File: src/rtl/tcdm_mux_pkg.sv
// rtl/tcdm_mux_pkg.sv - shared types and sizing helpers for the credit-limited TCDM mux
package tcdm_mux_pkg;

    typedef enum logic {
        ARB_RR,
        ARB_FIXED
    } arb_mode_e;

    // Bits needed to index n values; never narrower than one bit.
    function automatic int idx_width(input int n);
        return (n > 1) ? $clog2(n) : 1;
    endfunction

endpackage

File: src/rtl/tcdm_lock_arb.sv
// rtl/tcdm_lock_arb.sv - round-robin / fixed-priority arbiter that holds its grant until accepted
module tcdm_lock_arb
    import tcdm_mux_pkg::*;
#(
    parameter int        NrPorts = 2,
    parameter arb_mode_e ArbMode = ARB_RR,
    localparam int       SelW    = idx_width(NrPorts)
) (
    input  logic               clk_i,
    input  logic               rst_i,
    input  logic [NrPorts-1:0] eligible,
    input  logic               ready,
    output logic [SelW-1:0]    sel,
    output logic               valid
);

    logic [SelW-1:0] rr_ptr;
    logic [SelW-1:0] lock_sel;
    logic            locked;
    logic [SelW-1:0] pick;
    logic            pick_valid;
    int              idx;

    always_comb begin
        pick       = '0;
        pick_valid = 1'b0;
        idx        = 0;
        for (int k = 0; k < NrPorts; k++) begin
            idx = (ArbMode == ARB_RR) ? int'(rr_ptr) + k : k;
            if (idx >= NrPorts) begin
                idx = idx - NrPorts;
            end
            if (!pick_valid && eligible[idx]) begin
                pick       = SelW'(idx);
                pick_valid = 1'b1;
            end
        end
    end

    // A stalled grant stays put; it is only released if its requester stops being eligible.
    always_comb begin
        if (locked && eligible[lock_sel]) begin
            sel   = lock_sel;
            valid = 1'b1;
        end else begin
            sel   = pick;
            valid = pick_valid;
        end
    end

    always_ff @(posedge clk_i) begin
        if (rst_i) begin
            rr_ptr   <= '0;
            lock_sel <= '0;
            locked   <= 1'b0;
        end else begin
            locked   <= valid & ~ready;
            lock_sel <= sel;
            if (ArbMode == ARB_RR && valid && ready) begin
                rr_ptr <= (sel == SelW'(NrPorts - 1)) ? '0 : sel + SelW'(1);
            end
        end
    end

endmodule

File: src/rtl/tcdm_mux_credit.sv
// rtl/tcdm_mux_credit.sv - N-to-1 TCDM mux with per-port credits and in-order response steering
module tcdm_mux_credit
    import tcdm_mux_pkg::*;
#(
    parameter int        NrPorts        = 2,
    parameter int        AddrWidth      = 32,
    parameter int        DataWidth      = 32,
    parameter type       user_t         = logic,
    parameter int        RespDepth      = 8,
    parameter int        MaxOutstanding = 4,
    parameter arb_mode_e ArbMode        = ARB_RR,
    localparam int       QWidth         = AddrWidth + 1 + DataWidth + DataWidth / 8 + $bits(user_t),
    localparam int       RspWidth       = DataWidth + 2,
    localparam int       OutWidth       = idx_width(RespDepth + 1)
) (
    input  logic                               clk_i,
    input  logic                               rst_i,
    // request word {q, q_valid}; q is opaque {addr, write, data, strb, user}
    input  logic [NrPorts-1:0][QWidth:0]       slv_req_i,
    // response word {p.data, p_valid, q_ready}
    output logic [NrPorts-1:0][RspWidth-1:0]   slv_rsp_o,
    output logic [QWidth:0]                    mst_req_o,
    input  logic [RspWidth-1:0]                mst_rsp_i,
    output logic [OutWidth-1:0]                outstanding_o,
    output logic                               rsp_err_o
);

    localparam int SelW = idx_width(NrPorts);
    localparam int PtrW = idx_width(RespDepth);
    localparam int CntW = idx_width(MaxOutstanding + 1);

    logic [SelW-1:0]      sel;
    logic [SelW-1:0]      head_sel;
    logic                 arb_valid;
    logic                 q_valid;
    logic                 q_ready;
    logic                 p_valid;
    logic                 push;
    logic                 pop;
    logic                 full;
    logic                 empty;
    logic [DataWidth-1:0] rsp_data;
    logic [NrPorts-1:0]   eligible;
    logic [NrPorts-1:0]   cnt_inc;
    logic [NrPorts-1:0]   cnt_dec;
    logic [CntW-1:0]      cnt [NrPorts];
    logic [SelW-1:0]      idx_fifo [RespDepth];
    logic [PtrW-1:0]      head;
    logic [PtrW-1:0]      tail;
    logic [OutWidth-1:0]  occ;
    logic                 err;

    function automatic logic [PtrW-1:0] next_ptr(input logic [PtrW-1:0] p);
        return (p == PtrW'(RespDepth - 1)) ? '0 : p + PtrW'(1);
    endfunction

    assign q_ready  = mst_rsp_i[0];
    assign p_valid  = mst_rsp_i[1];
    assign rsp_data = mst_rsp_i[RspWidth-1:2];
    assign full     = (occ == OutWidth'(RespDepth));
    assign empty    = (occ == '0);

    always_comb begin
        eligible = '0;
        for (int i = 0; i < NrPorts; i++) begin
            eligible[i] = slv_req_i[i][0] & (cnt[i] < CntW'(MaxOutstanding)) & ~full;
        end
    end

    tcdm_lock_arb #(
        .NrPorts (NrPorts),
        .ArbMode (ArbMode)
    ) u_arb (
        .clk_i    (clk_i),
        .rst_i    (rst_i),
        .eligible (eligible),
        .ready    (q_ready),
        .sel      (sel),
        .valid    (arb_valid)
    );

    assign q_valid   = arb_valid & ~rst_i;
    assign push      = q_valid & q_ready;
    assign head_sel  = idx_fifo[head];
    assign pop       = p_valid & ~empty & ~rst_i;
    assign mst_req_o = {slv_req_i[sel][QWidth:1], q_valid};

    // q_ready is only shown to the granted port while it is actually being offered.
    always_comb begin
        cnt_inc = '0;
        cnt_dec = '0;
        for (int i = 0; i < NrPorts; i++) begin
            cnt_inc[i]   = push && (sel == SelW'(i));
            cnt_dec[i]   = pop && (head_sel == SelW'(i));
            slv_rsp_o[i] = {rsp_data, cnt_dec[i], cnt_inc[i]};
        end
    end

    always_ff @(posedge clk_i) begin
        if (push) begin
            idx_fifo[tail] <= sel;
        end
    end

    always_ff @(posedge clk_i) begin
        if (rst_i) begin
            head <= '0;
            tail <= '0;
            occ  <= '0;
            err  <= 1'b0;
            for (int i = 0; i < NrPorts; i++) begin
                cnt[i] <= '0;
            end
        end else begin
            if (push) begin
                tail <= next_ptr(tail);
            end
            if (pop) begin
                head <= next_ptr(head);
            end
            case ({push, pop})
                2'b10:   occ <= occ + OutWidth'(1);
                2'b01:   occ <= occ - OutWidth'(1);
                default: occ <= occ;
            endcase
            for (int i = 0; i < NrPorts; i++) begin
                if (cnt_inc[i] && !cnt_dec[i]) begin
                    cnt[i] <= cnt[i] + CntW'(1);
                end else if (cnt_dec[i] && !cnt_inc[i]) begin
                    cnt[i] <= cnt[i] - CntW'(1);
                end
            end
            if (p_valid && empty) begin
                err <= 1'b1;
            end
        end
    end

    assign outstanding_o = occ;
    assign rsp_err_o     = err;

    for (genvar g = 0; g < NrPorts; g++) begin : g_cnt_chk
        a_cnt_ovf: assert property (@(posedge clk_i) disable iff (rst_i)
            (cnt_inc[g] && !cnt_dec[g]) |-> (cnt[g] < CntW'(MaxOutstanding)));
        a_cnt_unf: assert property (@(posedge clk_i) disable iff (rst_i)
            (cnt_dec[g] && !cnt_inc[g]) |-> (cnt[g] != '0));
    end

    a_occ_range: assert property (@(posedge clk_i) disable iff (rst_i)
        occ <= OutWidth'(RespDepth));

endmodule

File: config.mk
export PLATFORM = sky130hd
export DESIGN_NAME = tcdm_mux_credit
export DESIGN_NICKNAME = d
export VERILOG_FILES = /design/src/rtl/tcdm_mux_pkg.sv /design/src/rtl/tcdm_lock_arb.sv /design/src/rtl/tcdm_mux_credit.sv
export SDC_FILE = /design/constraint.sdc
export NUM_CORES = 1
export LEC_CHECK = 0
export ABC_AREA = 1
export ABC_CLOCK_PERIOD_IN_PS = 2800
export BUFFER_PORTS_ARGS = -buffer_cell sky130_fd_sc_hd__clkbuf_2
export CAP_MARGIN = 10
export CORE_AREA = 2 2 124 126
export DETAILED_ROUTE_END_ITERATION = 8
export DIE_AREA = 0 0 126 128
export PLACE_DENSITY = 0.49
export SETUP_SLACK_MARGIN = 0.02
export SLEW_MARGIN = 20
export SYNTH_ARGS = -nofsm -noshare
export SYNTH_HDL_FRONTEND = slang
export SYNTH_SLANG_ARGS = --single-unit
File: constraint.sdc
create_clock -name clk_i -period 2.8 [get_ports clk_i]
set_input_delay 0.42 -clock clk_i [delete_from_list [all_inputs] [get_ports clk_i]]
set_output_delay 0.42 -clock clk_i [all_outputs]
set_load 0.05 [all_outputs]
# [Word-level counts from Yosys, hierarchy flattened]
# Memories as Yosys holds them, arrays and structs flattened. A register that Yosys moved wholly into a read port is not among the register bits.
# Index checks and enable logic that the tools add are counted.
[word_totals] elab_cells=118 memories=2 ram_bits=14 ff_bits=14
[op_classes] n_lt_le_gt_ge=8 n_eq_ne=5 mux=46 n_bitwise=19 n_addsub=12 n_reduce_logical=19
[memory_table] name="idx_fifo" words=8 width=1 rd=1 rd_ports_with_merged_regs=1 write_ports=1 line="tcdm_mux_credit.sv:47" source="logic [SelW-1:0] idx_fifo [RespDepth];"
[memory_table] name="cnt" words=2 width=3 rd=2 rd_ports_with_merged_regs=0 write_ports=2 line="tcdm_mux_credit.sv:46" source="logic [CntW-1:0] cnt [NrPorts];"
[op_table] op="two-way mux 71 bit" n=2
[op_table] op="less-than comparator 32 x 3 -> 1 bit, second input constant" n=2
[op_table] op="two-way mux 32 bit" n=2
[op_table] op="two-way mux 1 bit" n=33
[op_table] op="greater-or-equal comparator 32 x 3 -> 1 bit, second input constant" n=1
[op_table] op="subtractor 32 x 3 -> 32 bit, second input constant" n=1
[op_table] op="two-way mux 3 bit" n=8
[op_table] op="adder 3 x 1 -> 3 bit, second input constant" n=4
[op_table] op="logical AND 1 bit" n=12
[op_table] op="AND 1 bit" n=9
[op_table] op="case mux 4 bit (2 select lines)" n=1
[op_table] op="equality test 3 bit, second input constant" n=2
[op_table] op="less-than comparator 3 bit, second input constant" n=2
[op_table] op="NOT 1 bit" n=6
[op_table] op="subtractor 3 x 1 -> 3 bit, second input constant" n=2
[op_table] op="logical NOT 1 bit" n=5
[op_table] op="adder 4 x 1 -> 4 bit, second input constant" n=1
[op_table] op="equality test 4 bit, second input constant" n=1
[op_table] op="logical NOT 4 bit" n=1
[op_table] op="less-than comparator 1 x 2 -> 1 bit, second input constant" n=2
[op_table] op="OR 1 bit" n=4
[op_table] op="subtractor 4 x 1 -> 4 bit, second input constant" n=1
[op_table] op="subtractor 1 x 2 -> 3 bit, second input constant" n=1
[op_table] op="adder 1 x 1 -> 2 bit, second input constant" n=1
[op_table] op="5 further kinds" n=5

# [Longest topological paths before layout]
# An unclocked memory read counts as a cell.
[logic_depth] depth_word=22 ltp_mapped=16 mapped_depth_nobuf=15

# [Hierarchy]
# A second synthesis with hierarchy kept.
[hier_totals] hier_cells=506 hier_area_um2=3105.5
[by_module_without_submodules] module="tcdm_mux_credit" area_per_inst_um2=2932.8 cells_per_inst=480 n_inst=1 seq_area_each_um2=700.7
[by_module_without_submodules] module="tcdm_lock_arb" area_per_inst_um2=172.7 cells_per_inst=26 n_inst=1 seq_area_each_um2=60.1

# [Worst setup path before layout]
# Ideal clock, no wire load.
[synth_path] kind="register -> register" from="register occ[2] (netlist: outstanding_o[2])" to="memory cnt[0][2] in the netlist's numbering, data pin" path_slack_ns=0.008 t_arrival_ns=2.542 path_buffers=0 period_less_slack_ns=2.792 required_time_ns=2.551 stages_incl_launch_ff=15 setup_time_ns=0.249 cell_sequence="dfxtp_1 > inv_1 > nand3_1 > nand2_1 > nor2_2 > nand2_1 > inv_1 > nand2_4 > fa_1 > xor2_1 > inv_1 > nand2_1 > nand2_1 > nand2_1 > inv_1"
[synth_rtl] element="start: declaration" line="tcdm_mux_credit.sv:50" source="logic [OutWidth-1:0] occ;"
[synth_rtl] element="start signal: assignment" line="tcdm_mux_credit.sv:122" source="2'b10: occ <= occ + OutWidth'(1);"
[synth_rtl] element="start signal: assignment" line="tcdm_mux_credit.sv:123" source="2'b01: occ <= occ - OutWidth'(1);"
[synth_rtl] element="end: declaration" line="tcdm_mux_credit.sv:46"

# [Worst setup path after layout]
[layout_path] from="register occ[0] (netlist: outstanding_o[0])" to="output mst_req_o[64]"
[layout_via] elab_chain_len=13 word_cells_on_any_way=21
[layout_lines] element="equality test 4 bit *" line="tcdm_mux_credit.sv:60" source="assign full = (occ == OutWidth'(RespDepth));"
[layout_lines] element="NOT 1 bit *" line="tcdm_mux_credit.sv:66" source="eligible[i] = slv_req_i[i][0] & (cnt[i] < CntW'(MaxOutstanding)) & ~full;"
[layout_lines] element="AND 1 bit" line="tcdm_mux_credit.sv:66"
[layout_lines] element="two-way mux 1 bit (not written as such) (3 in series)" line="tcdm_lock_arb.sv:33" source="if (!pick_valid && eligible[idx]) begin"
[layout_lines] element="two-way mux 1 bit" line="tcdm_lock_arb.sv:33"
[layout_lines] element="logical NOT 1 bit" line="tcdm_lock_arb.sv:33"
[layout_lines] element="logical AND 1 bit" line="tcdm_lock_arb.sv:33"
[layout_lines] element="two-way mux 1 bit" line="tcdm_lock_arb.sv:33"
[layout_lines] element="two-way mux 1 bit *" line="tcdm_lock_arb.sv:42" source="if (locked && eligible[lock_sel]) begin"
[layout_lines] element="two-way mux 71 bit (not written as such) * (2 in series)" line="tcdm_mux_credit.sv:86" source="assign mst_req_o = {slv_req_i[sel][QWidth:1], q_valid};"
[layout_lines] element="end: declaration" line="tcdm_mux_credit.sv:22" source="output logic [QWidth:0] mst_req_o,"
# Every way passes the cells marked *; elsewhere a longest branch is shown, timed or not. The select of a mux whose other input is x is not followed.

==> results.py <==
metrics = {
    "synth": {
        "ys.warnings.count": 0,
        "yosys_register_bits": 31,
        "syn_area_mm2": 0.00307,
        "post_synth_num_cell_types": 31,
        "syn_inst": 495,
        "seq_area_frac_synth_pct": 24.8,
        "ys.flop_type": "dfxtp_1",
        "synth_edf_count": 14,
        "synth_fp_nets": 683,
        "synthArstFlopShare_pct": 0,
        "synth_area_per_cell_um2": 6.19,
    },
    "clock_tree": {
        "clock_path_buffers": 2,
        "cts_setup_buffers": 0,
        "insertion_delay_ns": 0.28,
        "cts_tree": "done",
        "cts.sinks": 31,
        "cts_resized": 0,
        "h-tree-depth": 2,
        "clkTransAtPathRegs_ns": 0.06,
        "root_buffer": "clkbuf_16",
        "cts.hold.buffers_added": 0,
        "cts_made_buffers": 5,
    },
    "sta": {
        "drv_slew": 0,
        "tightest_slew_ns": 0.459,
        "fmax_mhz": 399,
        "period_minus_slack_ns": 2.51,
        "skew_ns": 0.00469,
        "period_share_pct": 89.6,
        "setup_violations": 0,
        "rsz0062_at_grt": "no",
        "setup_tns_ns": 0,
        "hold_viol": 0,
        "slew-limit-headroom_pct": 69.4,
    },
    "cells_and_area": {
        "mostFrequentLayoutCell": "nand2_1",
        "final_cell_area_mm2": 0.00457,
        "antennaDiodeCount": 0,
        "multi_input_area_mm2": 0.00157,
        "drive_above_1_share_pct": 40.1,
        "register_area_um2": 762,
        "layout-area-overhead-vs-synth_pct": 49.1,
        "finalNonFillerCells": 841,
        "mostFrequentLayoutCells": "249 x nand2_1, 191 x clkbuf_2, 40 x inv_1",
        "fin_nets": 840,
        "fillers": 1715,
    },
    "drt": {
        "routed_wl_um": 11000,
        "ant_nets": 0,
        "dr.pass1.iters": 5,
        "viasPerCell": 3.90,
        "drt_iter0_markers": 134,
        "drcViolationCount": 0,
        "vias": 3277,
        "avgRoutedWirePerCell_um": 13.1,
    },
    "die": {
        "start_util_pct": 20.6,
        "die_h_um": 128,
        "dieArea_mm2": 0.0161,
        "die_w_um": 126,
        "io-pin-count": 322,
        "core_mm2": 0.0149,
        "rows": 45,
    },
    "global_route": {
        "antenna_found_initial": 0,
        "grt_overflow": 0,
        "gr-usage-all-layers_pct": 13.0,
        "grt_pass1_vias": 3121,
        "grt_pass1_wl_um": 16500,
        "grt_max_degree": 48,
    },
    "placement": {
        "hpwlAfterDp_um": 9420,
        "place_inst": 833,
        "place.port_buffers": 225,
        "dpl_cell_area_mm2": 0.00442,
        "gp_congestion": 0.800,
    },
    "pwr": {
        "power.leakage_uw": 0.00267,
        "ir_drop_v": 0.000254,
        "p_per_area_mw_per_mm2": 607,
    },
    "setup_path": {
        "worst_setup_path_end_kind": "output pin",
        "arrival_ns": 2.09,
        "worstPathRequired_ns": 2.38,
        "path_class": "reg -> out",
        "startpoint_type": "flop",
        "crit_fanout": 45,
    },
    "outcome": {
        "status": "finished clean",
    },
    "flow_run": {
        "cap_violations": 0,
    },
    "hold_path": {
        "hp-class": "in -> reg",
    },
}
sequential cells by signal, indices dropped and copies added, names as in the netlist, named ones only:
name            cells
cnt                 6
head                3
idx_fifo            8
outstanding_o       4
rsp_err_o           1
tail                3
u_arb.lock_sel      1
u_arb.locked        1
u_arb.rr_ptr        1
through the flow:
stage | setup slack (ns) | utilization (%) | hold WS, ns | power (uW)
after CTS | 0.259 | 30.8 | 0.426 | 2810
after global routing | 0.104 | 30.8 | 0.458 | 2940
final | 0.291 | 30.8 | 0.437 | 2770
after detailed placement | 0.494 | 29.8 | 0.448 | 2250
after floorplan | 0.0262 | - | 0.451 | 1860
after global placement | 0.501 | 29.8 | 0.443 | 2260
area by class of cell:
cell class,count,area share (%)
Timing Repair Buffer,231,37.1
Tap cell,188,5.15
Sequential cell,31,16.7
Inverter,44,3.61
Clock buffer,5,2.74
Multi-Input combinational cell,339,34.3
Clock inverter,3,0.520
metal layers:
| metal | vias to the layer above | GRT usage (%) | part of all wire, % |
|---|---|---|---|
| met5 | - | 0 | 0 |
| met4 | 0 | 2.97 | 1.3 |
| met3 | 10 | 5.68 | 10 |
| met2 | 158 | 19.8 | 45 |
| met1 | 1360 | 16.9 | 43 |
| li1 | 1749 | - | - |
final timing paths:
path,from,end,slack [ns],cells after the start
worst min-delay path,mst_rsp_i[1],rsp_err_o,0.44,3
worst max register to register,outstanding_o[0],cnt[0][2],0.53,14
worst min register to register,rsp_err_o,rsp_err_o,0.46,2
worst max-delay path,outstanding_o[0],mst_req_o[64],0.29,9
report_power, final:
part	leakage [uW]	switching (uW)	internal, uW	total (uW)
clock network	0.0000664	212	332	543
logic	0.00233	1090	576	1660
registers	0.000276	35.1	532	567
total	0.00267	1330	1440	2770
logic make-up after synthesis:
logic type                 after synthesis  synth area share, %
AOI/OAI and AO/OA                       21                 3.84
xor gates and xnor gates                 6                 1.71
adders and majority gates               10                 4.33
buffers and inverters                  125                 24.1
DFF                                     31                 24.8
and+or+nand+nor                        302                 41.2
cells in the mapped netlist, types with 2 or more instances:
cell type,instances,area share (%)
a211oi_1,2,0.49
a21oi_1,8,1.3
buf_2,14,2.3
buf_4,65,16
dfxtp_1,17,11
edfxtp_1,14,14
ha_1,9,3.7
inv_1,40,4.9
inv_2,3,0.37
nand2_1,249,30
nand2_2,5,1.0
nand3_1,12,2.0
nand3_4,3,1.7
nand4_1,2,0.41
nor2_1,19,2.3
nor2_2,7,1.4
o21ai_0,7,1.1
o21ai_1,2,0.33
xnor2_1,2,0.57
xor2_1,4,1.1
critical path, stage by stage (launching register included):
cell	delay (ns)
dfxtp_1	0.37
nor2_2	0.19
nand2_2	0.10
nand2_2	0.08
inv_2	0.04
nand2_2	0.11
buf_4	0.41
nand2_1	0.12
nand2_1	0.09
clkbuf_2	0.27
No activity file was read; power rests on OpenSTA's default activity.
